`src/rtl/imm_encode.sv`:
```
// Immediate encoder: scatters a signed immediate into the RISC-V I/S/B/J fields of a template
// instruction through a two-stage valid/ready pipeline. Optional error counter: IMM_ENCODE_ERR_CNT_EN.
module imm_encode #(
  parameter int ERR_CNT_W = 16
) (
  input  logic                 CLK,
  input  logic                 RST_N,
  input  logic                 IN_VALID,
  output logic                 IN_READY,
  input  logic [31:0]          TEMPLATE,
  input  logic [31:0]          IMM,
  input  logic [1:0]           ImmSrc,
  output logic                 OUT_VALID,
  input  logic                 OUT_READY,
  output logic [31:0]          INSTR,
  output logic                 ERR,
  output logic [ERR_CNT_W-1:0] ERR_CNT
);

  logic        s1_valid_reg;
  logic [31:0] s1_template_reg;
  logic [31:0] s1_imm_reg;
  logic [1:0]  s1_src_reg;

  logic        out_valid_reg;
  logic [31:0] instr_reg;
  logic        err_reg;

  logic        s2_adv;
  logic        s1_adv;
  logic [31:0] instr_next;
  logic        err_next;

  assign s2_adv   = !out_valid_reg || OUT_READY;
  assign s1_adv   = !s1_valid_reg || s2_adv;
  assign IN_READY = s1_adv;

  // Range checks: every bit above the field's sign bit must match it.
  always_comb begin
    instr_next = s1_template_reg;
    err_next   = 1'b0;
    case (s1_src_reg)
      2'b00: begin
        instr_next[31:20] = s1_imm_reg[11:0];
        err_next          = s1_imm_reg[31:11] != {21{s1_imm_reg[11]}};
      end
      2'b01: begin
        instr_next[31:25] = s1_imm_reg[11:5];
        instr_next[11:7]  = s1_imm_reg[4:0];
        err_next          = s1_imm_reg[31:11] != {21{s1_imm_reg[11]}};
      end
      2'b10: begin
        instr_next[31]    = s1_imm_reg[12];
        instr_next[30:25] = s1_imm_reg[10:5];
        instr_next[11:8]  = s1_imm_reg[4:1];
        instr_next[7]     = s1_imm_reg[11];
        err_next          = (s1_imm_reg[31:12] != {20{s1_imm_reg[12]}}) || s1_imm_reg[0];
      end
      default: begin
        instr_next[31]    = s1_imm_reg[20];
        instr_next[30:21] = s1_imm_reg[10:1];
        instr_next[20]    = s1_imm_reg[11];
        instr_next[19:12] = s1_imm_reg[19:12];
        err_next          = (s1_imm_reg[31:20] != {12{s1_imm_reg[20]}}) || s1_imm_reg[0];
      end
    endcase
  end

  always_ff @(posedge CLK or negedge RST_N) begin
    if (!RST_N) begin
      s1_valid_reg    <= 1'b0;
      s1_template_reg <= '0;
      s1_imm_reg      <= '0;
      s1_src_reg      <= '0;
    end else if (s1_adv) begin
      s1_valid_reg <= IN_VALID;
      if (IN_VALID) begin
        s1_template_reg <= TEMPLATE;
        s1_imm_reg      <= IMM;
        s1_src_reg      <= ImmSrc;
      end
    end
  end

  always_ff @(posedge CLK or negedge RST_N) begin
    if (!RST_N) begin
      out_valid_reg <= 1'b0;
      instr_reg     <= '0;
      err_reg       <= 1'b0;
    end else if (s2_adv) begin
      out_valid_reg <= s1_valid_reg;
      if (s1_valid_reg) begin
        instr_reg <= instr_next;
        err_reg   <= err_next;
      end
    end
  end

  assign OUT_VALID = out_valid_reg;
  assign INSTR     = instr_reg;
  assign ERR       = err_reg;

`ifdef IMM_ENCODE_ERR_CNT_EN
  logic [ERR_CNT_W-1:0] err_cnt_reg;

  always_ff @(posedge CLK or negedge RST_N) begin
    if (!RST_N) begin
      err_cnt_reg <= '0;
    end else if (out_valid_reg && OUT_READY && err_reg && !(&err_cnt_reg)) begin
      err_cnt_reg <= err_cnt_reg + {{(ERR_CNT_W-1){1'b0}}, 1'b1};
    end
  end

  assign ERR_CNT = err_cnt_reg;
`else
  assign ERR_CNT = '0;
`endif

endmodule

```
`config.mk`:
```
export PLATFORM = sky130hd
export DESIGN_NAME = imm_encode
export DESIGN_NICKNAME = d
export VERILOG_FILES = /design/src/rtl/imm_encode.sv
export SDC_FILE = /design/constraint.sdc
export NUM_CORES = 1
export LEC_CHECK = 0
export CORE_MARGIN = 5
export CORE_UTILIZATION = 40
export CTS_CLUSTER_SIZE = 24
export DETAILED_ROUTE_END_ITERATION = 8
export PLACE_DENSITY_LB_ADDON = 0.05
export SLEW_MARGIN = 10
export SYNTH_ARGS = -nofsm -noshare
export SYNTH_HDL_FRONTEND = slang
export SYNTH_SLANG_ARGS = --single-unit
```
`constraint.sdc`:
```
create_clock -name CLK -period 4.9 [get_ports CLK]
set_clock_uncertainty 0.2 [all_clocks]
set_input_delay 0.98 -clock CLK [delete_from_list [all_inputs] [get_ports CLK]]
set_output_delay 0.98 -clock CLK [all_outputs]
set_load 0.02 [all_outputs]
```
==> reports/qor_table.md, run 1 <==
| Step | Result | This run |
| --- | --- | --- |
| routing | Number of DRC violations after detailed-routing iteration 0 | 51 |
| global routing | Maximum number of pins on one net before global-route repair | 60 |
| floorplanning | Floorplan Core Area | 9820 um^2 |
| sta | Final hold violation count | 0 |
| finish | # diodes | 0 |
| hold path | Min-Delay Path Class | register to register |
| finish | Signed area change from the synthesized netlist to the final layout | 30.8% |
| finish | Net count, final | 510 |
| synthesis | Area leader, netlist | sky130_fd_sc_hd__dfrtp_1 |
| global routing | Number of antenna violations at the first check in global routing | 0 |
| synthesis | Post-synthesis instance area | 4040 um^2 |
| clocking | Clk sink count | 94 |
| finish | Filler Cells Inserted | 923 |
| clocking | CTS tree | done |
| setup path | Type of the worst setup path | input pin to output pin |
| synthesis | Cell count after synthesis | 340 |
| floorplanning | Row count | 36 |
| placed design | Placer's final routability congestion estimate | 0.701 |
| placed design | PortBufs | 97 |
| placed design | DP Worst Slack | 1.48 ns |
| finish | Finished Cell Area | 5280 um^2 |
| setup path | CP Launch Type | input pin |
| sta | Setup repair after global routing missed its margin | no |
| routing | Count of unresolved DRC violations after routing | 0 |
| routing | Remaining number of nets flagged by the antenna check after routing | 0 |
| sta | PnR worst setup slack | 1.48 ns |
| setup path | Worst Reg2Reg Path Length in Cells | 4 |
| sta | Final Critical Period | 3.42 ns |
| clocking | Clock latency on the worst-skew pair | 0.35 ns |
| synthesis | Post-synthesis sequential area ratio | 58.3% |
| hold path | Hold path cells | 2 |
| routing | Vias per Instance | 4.82 |
| power | Total Power Consumption | 2100 uW |
| sta | Tightest Pin Transition | 0.790 ns |
| setup path | Kind of capture point of the worst setup path | output pin |
| setup path | Critical path, cell by cell | clkdlybuf4s50_1 > nand3b_1 > clkdlybuf4s50_1 |
| clocking | Resized Gates After CTS | 0 |
| floorplanning | Ports | 121 |
| sta | Rel. slew slack | 47.4% |
| setup path | Library cell contributing the largest single delay on the critical path | sky130_fd_sc_hd__clkdlybuf4s50_1 |
| floorplanning | Starting density of the core | 41.1% |
| power | Maximum vdd drop | 0.167 mV |
| setup path | CP top delay family | buffers and inverters |
| global routing | Global routing usage summed across all routing layers | 14.7% |
| clocking | Post CTS Setup Buffer Count | 0 |
| clocking | CTS buffer count | 9 |
| clocking | Root buffer selected by CTS | sky130_fd_sc_hd__clkbuf_8 |
| finish | Commonest non-fill, non-tap cell in the layout | sky130_fd_sc_hd__clkdlybuf4s50_1 |
| routing | Initial DRT Pass Iterations | 4 |
| finish | Highest-count cells in the layout ignoring fill and taps | sky130_fd_sc_hd__clkdlybuf4s50_1, sky130_fd_sc_hd__dfrtp_1, sky130_fd_sc_hd__nand2_1 |
| clocking | CTS Hold Buffers Added | 0 |
| sta | Achievable Freq | 292 MHz |
| synthesis | Synthesis warning total | 0 |
| setup path | Buf+Inv Stages, Crit Path | 2 |
| global routing | Global-route wire length before repair | 14500 um |
| floorplanning | Chip Width | 110 um |
| synthesis | Fraction of post-synthesis cell area in the top cell type by area | 58.3% |
| setup path | Maximum cell stage delay along the critical path | 0.63 ns |
| sta | Setup violators final | 0 |
| setup path | Crit path max fanout | 3 |
| clocking | Maximum buffer depth of the clock tree | 2 |
| floorplanning | DIE HEIGHT | 110 um |
| finish | Layout cell share with drive strength beyond 1 | 19.3% |
| setup path | Arrival @ worst endpoint | 2.24 ns |
| clocking | Clock H-tree levels | 3 |
| synthesis | Largest cells by area after synthesis | sky130_fd_sc_hd__dfrtp_1, sky130_fd_sc_hd__mux2_2, sky130_fd_sc_hd__nand2_1, sky130_fd_sc_hd__buf_4, sky130_fd_sc_hd__o21ai_0 |
| global routing | Vias in the first global route | 2843 |
| clocking | CTS clock-pin slew for the worst setup and hold paths | 0.08 ns |
| placed design | HPWL after detailed placement | 6000 um |
| routing | Wire length reported by the detailed router | 8690 um |
| outcome | Result of the run | finished clean |
| synthesis | Number of flip-flops and latches in the synthesized netlist | 94 |
| power | LEAKAGE | 0.00226 uW |
| setup path | Data required time at the worst endpoint | 3.72 ns |
| job | Max-cap viol count | 0 |
| setup path | Most frequent CP cell | sky130_fd_sc_hd__clkdlybuf4s50_1 |
| finish | Final Core Density | 53.8% |
| routing | Via count | 2767 |
| floorplanning | Die Area | 12200 um^2 |
| synthesis | Distinct cell type count after synthesis | 34 |
| sta | Max Transition Viols Final | 0 |
| synthesis | Syn Area/Cell | 11.9 um^2 |
| placed design | Placed instance area | 5080 um^2 |
| setup path | Crit path depth | 3 |
| sta | Final-layout setup total negative slack | 0 ns |
| power | Power Dens Cells | 397 nW/um^2 |
| global routing | Total congestion overflow | 0 |
| sta | Final worst-path cycle share | 69.9% |
| routing | Routed wirelength normalized by instance count | 15.1 um |
==> stage by stage <==
step	cells	hold WS, ns
2_1_floorplan	355	0.233
3_3_place_gp	558	0.241
3_5_place_dp	558	0.244
4_1_cts	574	0.268
5_1_grt	574	0.305
6_report	574	0.268
==> worst paths after layout <==
path,from,endpoint,slack (ns)
max,OUT_READY,IN_READY,1.48
min,s1_template_reg[0],INSTR[0],0.27
max reg2reg,s1_imm_reg[21],ERR,2.79
min reg2reg,s1_template_reg[0],INSTR[0],0.27
max in group asynchronous,RST_N,s1_template_reg[24],3.06
min in group asynchronous,RST_N,s1_template_reg[22],0.48
==> layer usage <==
| layer | global-route usage (%) | wire length [um] |
|---|---|---|
| met1 | 19.8 | 3980 |
| met2 | 21.7 | 3960 |
| met3 | 4.81 | 616 |
| met4 | 6.40 | 133 |
| met5 | 0 | 0 |
==> power breakdown <==
part | internal [uW] | total, uW | leakage, uW | switching, uW
Combinational | 292 | 568 | 0.00104 | 276
Clock | 262 | 521 | 0.000106 | 260
Sequential | 916 | 1010 | 0.00112 | 92.1
==> final cells by class <==
cell class              instances  area [um^2]  area share, %
flip-flops and latches         94         2350           44.6
well taps                     133          166           3.15
multi-input cells             226         1550           29.4
inverters                       5         18.8          0.356
repair buffers                100          991           18.8
clock inverters                 4         45.0          0.853
clock buffers                  12          155           2.94
==> cells in the mapped netlist <==
library cell / n
sky130_fd_sc_hd__or3_2: 1
sky130_fd_sc_hd__mux2i_1: 8
sky130_fd_sc_hd__o311ai_0: 1
sky130_fd_sc_hd__nand4_1: 4
sky130_fd_sc_hd__nor3_1: 1
sky130_fd_sc_hd__nand2b_1: 3
sky130_fd_sc_hd__nor2_1: 5
sky130_fd_sc_hd__o21a_1: 1
sky130_fd_sc_hd__dfrtp_1: 94
sky130_fd_sc_hd__buf_4: 16
sky130_fd_sc_hd__ha_1: 4
sky130_fd_sc_hd__inv_1: 5
sky130_fd_sc_hd__nand3_1: 2
sky130_fd_sc_hd__or3_1: 1
sky130_fd_sc_hd__nand2_1: 66
sky130_fd_sc_hd__or4_1: 2
sky130_fd_sc_hd__o22ai_1: 2
sky130_fd_sc_hd__o21ai_0: 21
sky130_fd_sc_hd__a22oi_1: 6
sky130_fd_sc_hd__or4_4: 1
sky130_fd_sc_hd__nor4_1: 3
sky130_fd_sc_hd__clkbuf_1: 7
sky130_fd_sc_hd__a311oi_1: 1
sky130_fd_sc_hd__nand3b_1: 1
sky130_fd_sc_hd__a21oi_1: 7
sky130_fd_sc_hd__buf_1: 5
sky130_fd_sc_hd__a221oi_2: 1
sky130_fd_sc_hd__or2_2: 1
sky130_fd_sc_hd__a31oi_1: 1
sky130_fd_sc_hd__conb_1: 1
sky130_fd_sc_hd__nor2b_1: 5
sky130_fd_sc_hd__mux2_2: 60
sky130_fd_sc_hd__and2_1: 1
sky130_fd_sc_hd__buf_2: 2
==> worst reg2reg max path: stages, from the launching register on <==
cell and delay (ns):
sky130_fd_sc_hd__dfrtp_1 0.42, sky130_fd_sc_hd__or4_1 0.58, sky130_fd_sc_hd__or4_1 0.43, sky130_fd_sc_hd__a221oi_2 0.26, sky130_fd_sc_hd__a311oi_1 0.07
==> kinds of logic after synthesis <==
kind of cell	synth area share (%)
multiplexers	18.7
adder cells (fa/ha/maj)	1.24
AND/OR/NAND/NOR	10.8
flip-flops	58.3
buffers and inverters	4.81
other	0.0929
AO/OA/AOI/OAI	6.05
Note: power is estimated with default switching activity, not from simulation.
==> run 2, diff against run 1 <==
clock period = 3.1 ns   (was 4.9 ns; I/O delays follow)
==> reports/qor_table.md, run 2 (synthesis results as in run 1) <==
| Step | Result | This run | Change |
| --- | --- | --- | --- |
| power | Maximum vdd drop | 0.251 mV | was 0.167 mV |
| job | Max-cap viol count | 0 | unchanged |
| finish | # diodes | 0 | unchanged |
| setup path | Buf+Inv Stages, Crit Path | 2 | unchanged |
| sta | PnR worst setup slack | 0.419 ns | was 1.48 ns |
| clocking | Resized Gates After CTS | 0 | unchanged |
| routing | Wire length reported by the detailed router | 8710 um | was 8690 um |
| routing | Vias per Instance | 4.81 | was 4.82 |
| finish | Highest-count cells in the layout ignoring fill and taps | sky130_fd_sc_hd__clkdlybuf4s50_1, sky130_fd_sc_hd__dfrtp_1, sky130_fd_sc_hd__nand2_1 | unchanged |
| setup path | Data required time at the worst endpoint | 2.28 ns | was 3.72 ns |
| routing | Remaining number of nets flagged by the antenna check after routing | 0 | unchanged |
| clocking | CTS buffer count | 9 | unchanged |
| finish | Signed area change from the synthesized netlist to the final layout | 31.8% | was 30.8% |
| setup path | Critical path, cell by cell | clkdlybuf4s50_1 > nand3b_1 > clkdlybuf4s50_1 | unchanged |
| placed design | PortBufs | 97 | unchanged |
| setup path | Type of the worst setup path | input pin to output pin | unchanged |
| global routing | Maximum number of pins on one net before global-route repair | 52 | was 60 |
| global routing | Vias in the first global route | 2983 | was 2843 |
| placed design | HPWL after detailed placement | 6070 um | was 6000 um |
| clocking | Clk sink count | 94 | unchanged |
| floorplanning | Row count | 36 | unchanged |
| sta | Final worst-path cycle share | 86.5% |  |
| power | Power Dens Cells | 624 nW/um^2 | was 397 nW/um^2 |
| clocking | Clock H-tree levels | 3 | unchanged |
| clocking | Post CTS Setup Buffer Count | 0 | unchanged |
| setup path | Kind of capture point of the worst setup path | output pin | unchanged |
| clocking | CTS Hold Buffers Added | 0 | unchanged |
| sta | Rel. slew slack | 48.5% | was 47.4% |
| clocking | CTS tree | done | unchanged |
| routing | Number of DRC violations after detailed-routing iteration 0 | 90 | was 51 |
| power | LEAKAGE | 0.00228 uW | was 0.00226 uW |
| finish | Final instance count without filler cells | 576 | was 574 |
| routing | Routed wirelength normalized by instance count | 15.1 um | about the same |
| routing | Initial DRT Pass Iterations | 4 | unchanged |
| sta | Tightest Pin Transition | 0.772 ns | was 0.790 ns |
| global routing | Total congestion overflow | 0 | unchanged |
| routing | Via count | 2771 | was 2767 |
| setup path | Most frequent CP cell | sky130_fd_sc_hd__clkdlybuf4s50_1 | unchanged |
| sta | Final-layout setup total negative slack | 0 ns | unchanged |
| setup path | CP top delay family | buffers and inverters | unchanged |
| sta | Final hold violation count | 0 | unchanged |
| floorplanning | Chip Width | 110 um | unchanged |
| floorplanning | Starting density of the core | 41.1% | unchanged |
| floorplanning | Die Area | 12200 um^2 | unchanged |
| sta | Setup violators final | 0 | unchanged |
| finish | Net count, final | 512 | was 510 |
| clocking | Maximum buffer depth of the clock tree | 2 | unchanged |
| floorplanning | Ports | 121 | unchanged |
| clocking | Clock latency on the worst-skew pair | 0.36 ns | was 0.35 ns |
| clocking | Root buffer selected by CTS | sky130_fd_sc_hd__clkbuf_8 | unchanged |
| sta | Achievable Freq | 373 MHz |  |
| global routing | Global routing usage summed across all routing layers | 15.1% | was 14.7% |
| floorplanning | DIE HEIGHT | 110 um | unchanged |
| clocking | CTS clock-pin slew for the worst setup and hold paths | 0.09 ns | was 0.08 ns |
| setup path | Crit path max fanout | 3 | unchanged |
| setup path | CP Launch Type | input pin | unchanged |
| outcome | Result of the run | finished clean | unchanged |
| finish | Commonest non-fill, non-tap cell in the layout | sky130_fd_sc_hd__clkdlybuf4s50_1 | unchanged |
| placed design | Placer's final routability congestion estimate | 0.733 | was 0.701 |
| sta | Final Critical Period | 2.68 ns |  |
| sta | Max Transition Viols Final | 0 | unchanged |
| placed design | Dpl cells | 560 | was 558 |
| finish | Layout cell share with drive strength beyond 1 | 19.6% | was 19.3% |
| placed design | DP Worst Slack | 0.426 ns | was 1.48 ns |
| setup path | Arrival @ worst endpoint | 1.86 ns | was 2.24 ns |
| floorplanning | Floorplan Core Area | 9820 um^2 | unchanged |
| setup path | Maximum cell stage delay along the critical path | 0.63 ns | about the same |
| setup path | Library cell contributing the largest single delay on the critical path | sky130_fd_sc_hd__clkdlybuf4s50_1 | unchanged |
| global routing | Global-route wire length before repair | 15000 um | was 14500 um |
| finish | Final Core Density | 54.2% | was 53.8% |
| hold path | Min-Delay Path Class | input pin to asynchronous set/reset pin | was register to register |
| routing | Count of unresolved DRC violations after routing | 0 | unchanged |
| global routing | Number of antenna violations at the first check in global routing | 0 | unchanged |
| sta | Setup repair after global routing missed its margin | no | unchanged |
[run 2: final cells by class]
cell class	count	area (um^2)
clock buffers	12	155
clock inverters	4	45.0
fillers	885	4500
inverters	5	18.8
multi-input cells	226	1550
flip-flops and latches	94	2350
well taps	133	166
repair buffers	102	1030
[run 2: worst paths after layout]
kind	start	endpoint	slack [ns]	cells past startpoint
setup reg to reg	s1_imm_reg[21]	ERR	1.00	4
hold reg to reg	s1_imm_reg[6]	INSTR[26]	0.27	2
hold / removal	RST_N	s1_template_reg[22]	0.06	1
min in group CLK	s1_imm_reg[6]	INSTR[26]	0.27	2
setup / recovery	OUT_READY	IN_READY	0.42	3
max in group asynchronous	RST_N	s1_imm_reg[29]	1.96	2
[run 2: layer usage]
metal / up-vias / share of wire (%) / GRT usage, %
met4: 0 / 1.7 / 6.65
met1: 1333 / 47 / 20.1
li1: 1343 / - / -
met5: - / 0 / 0
met2: 84 / 45 / 22.9
met3: 11 / 6.5 / 4.65
[run 2: worst register-to-register path: cells and delay by family (launching register included)]
| kind | cells | cell delay [ns] |
|---|---|---|
| AND/OR/NAND/NOR | 2 | 1.02 |
| flip-flops | 1 | 0.42 |
| AO/OA/AOI/OAI | 2 | 0.33 |
[run 2: where the power goes]
group,switching [uW],leakage [uW],internal (uW)
Sequential,148,0.00112,1450
Clock,406,0.000106,413
Combinational,435,0.00106,468
[run 2: through the flow]
stage | area (um^2) | hold slack (ns) | power (uW)
after floorplan | 4090 | 0.124 | 2110
after global placement | 5120 | 0.240 | 2520
after detailed placement | 5120 | 0.248 | 2540
after CTS | 5320 | 0.0863 | 3380
after global routing | 5320 | 0.0985 | 3540
final | 5320 | 0.0640 | 3320
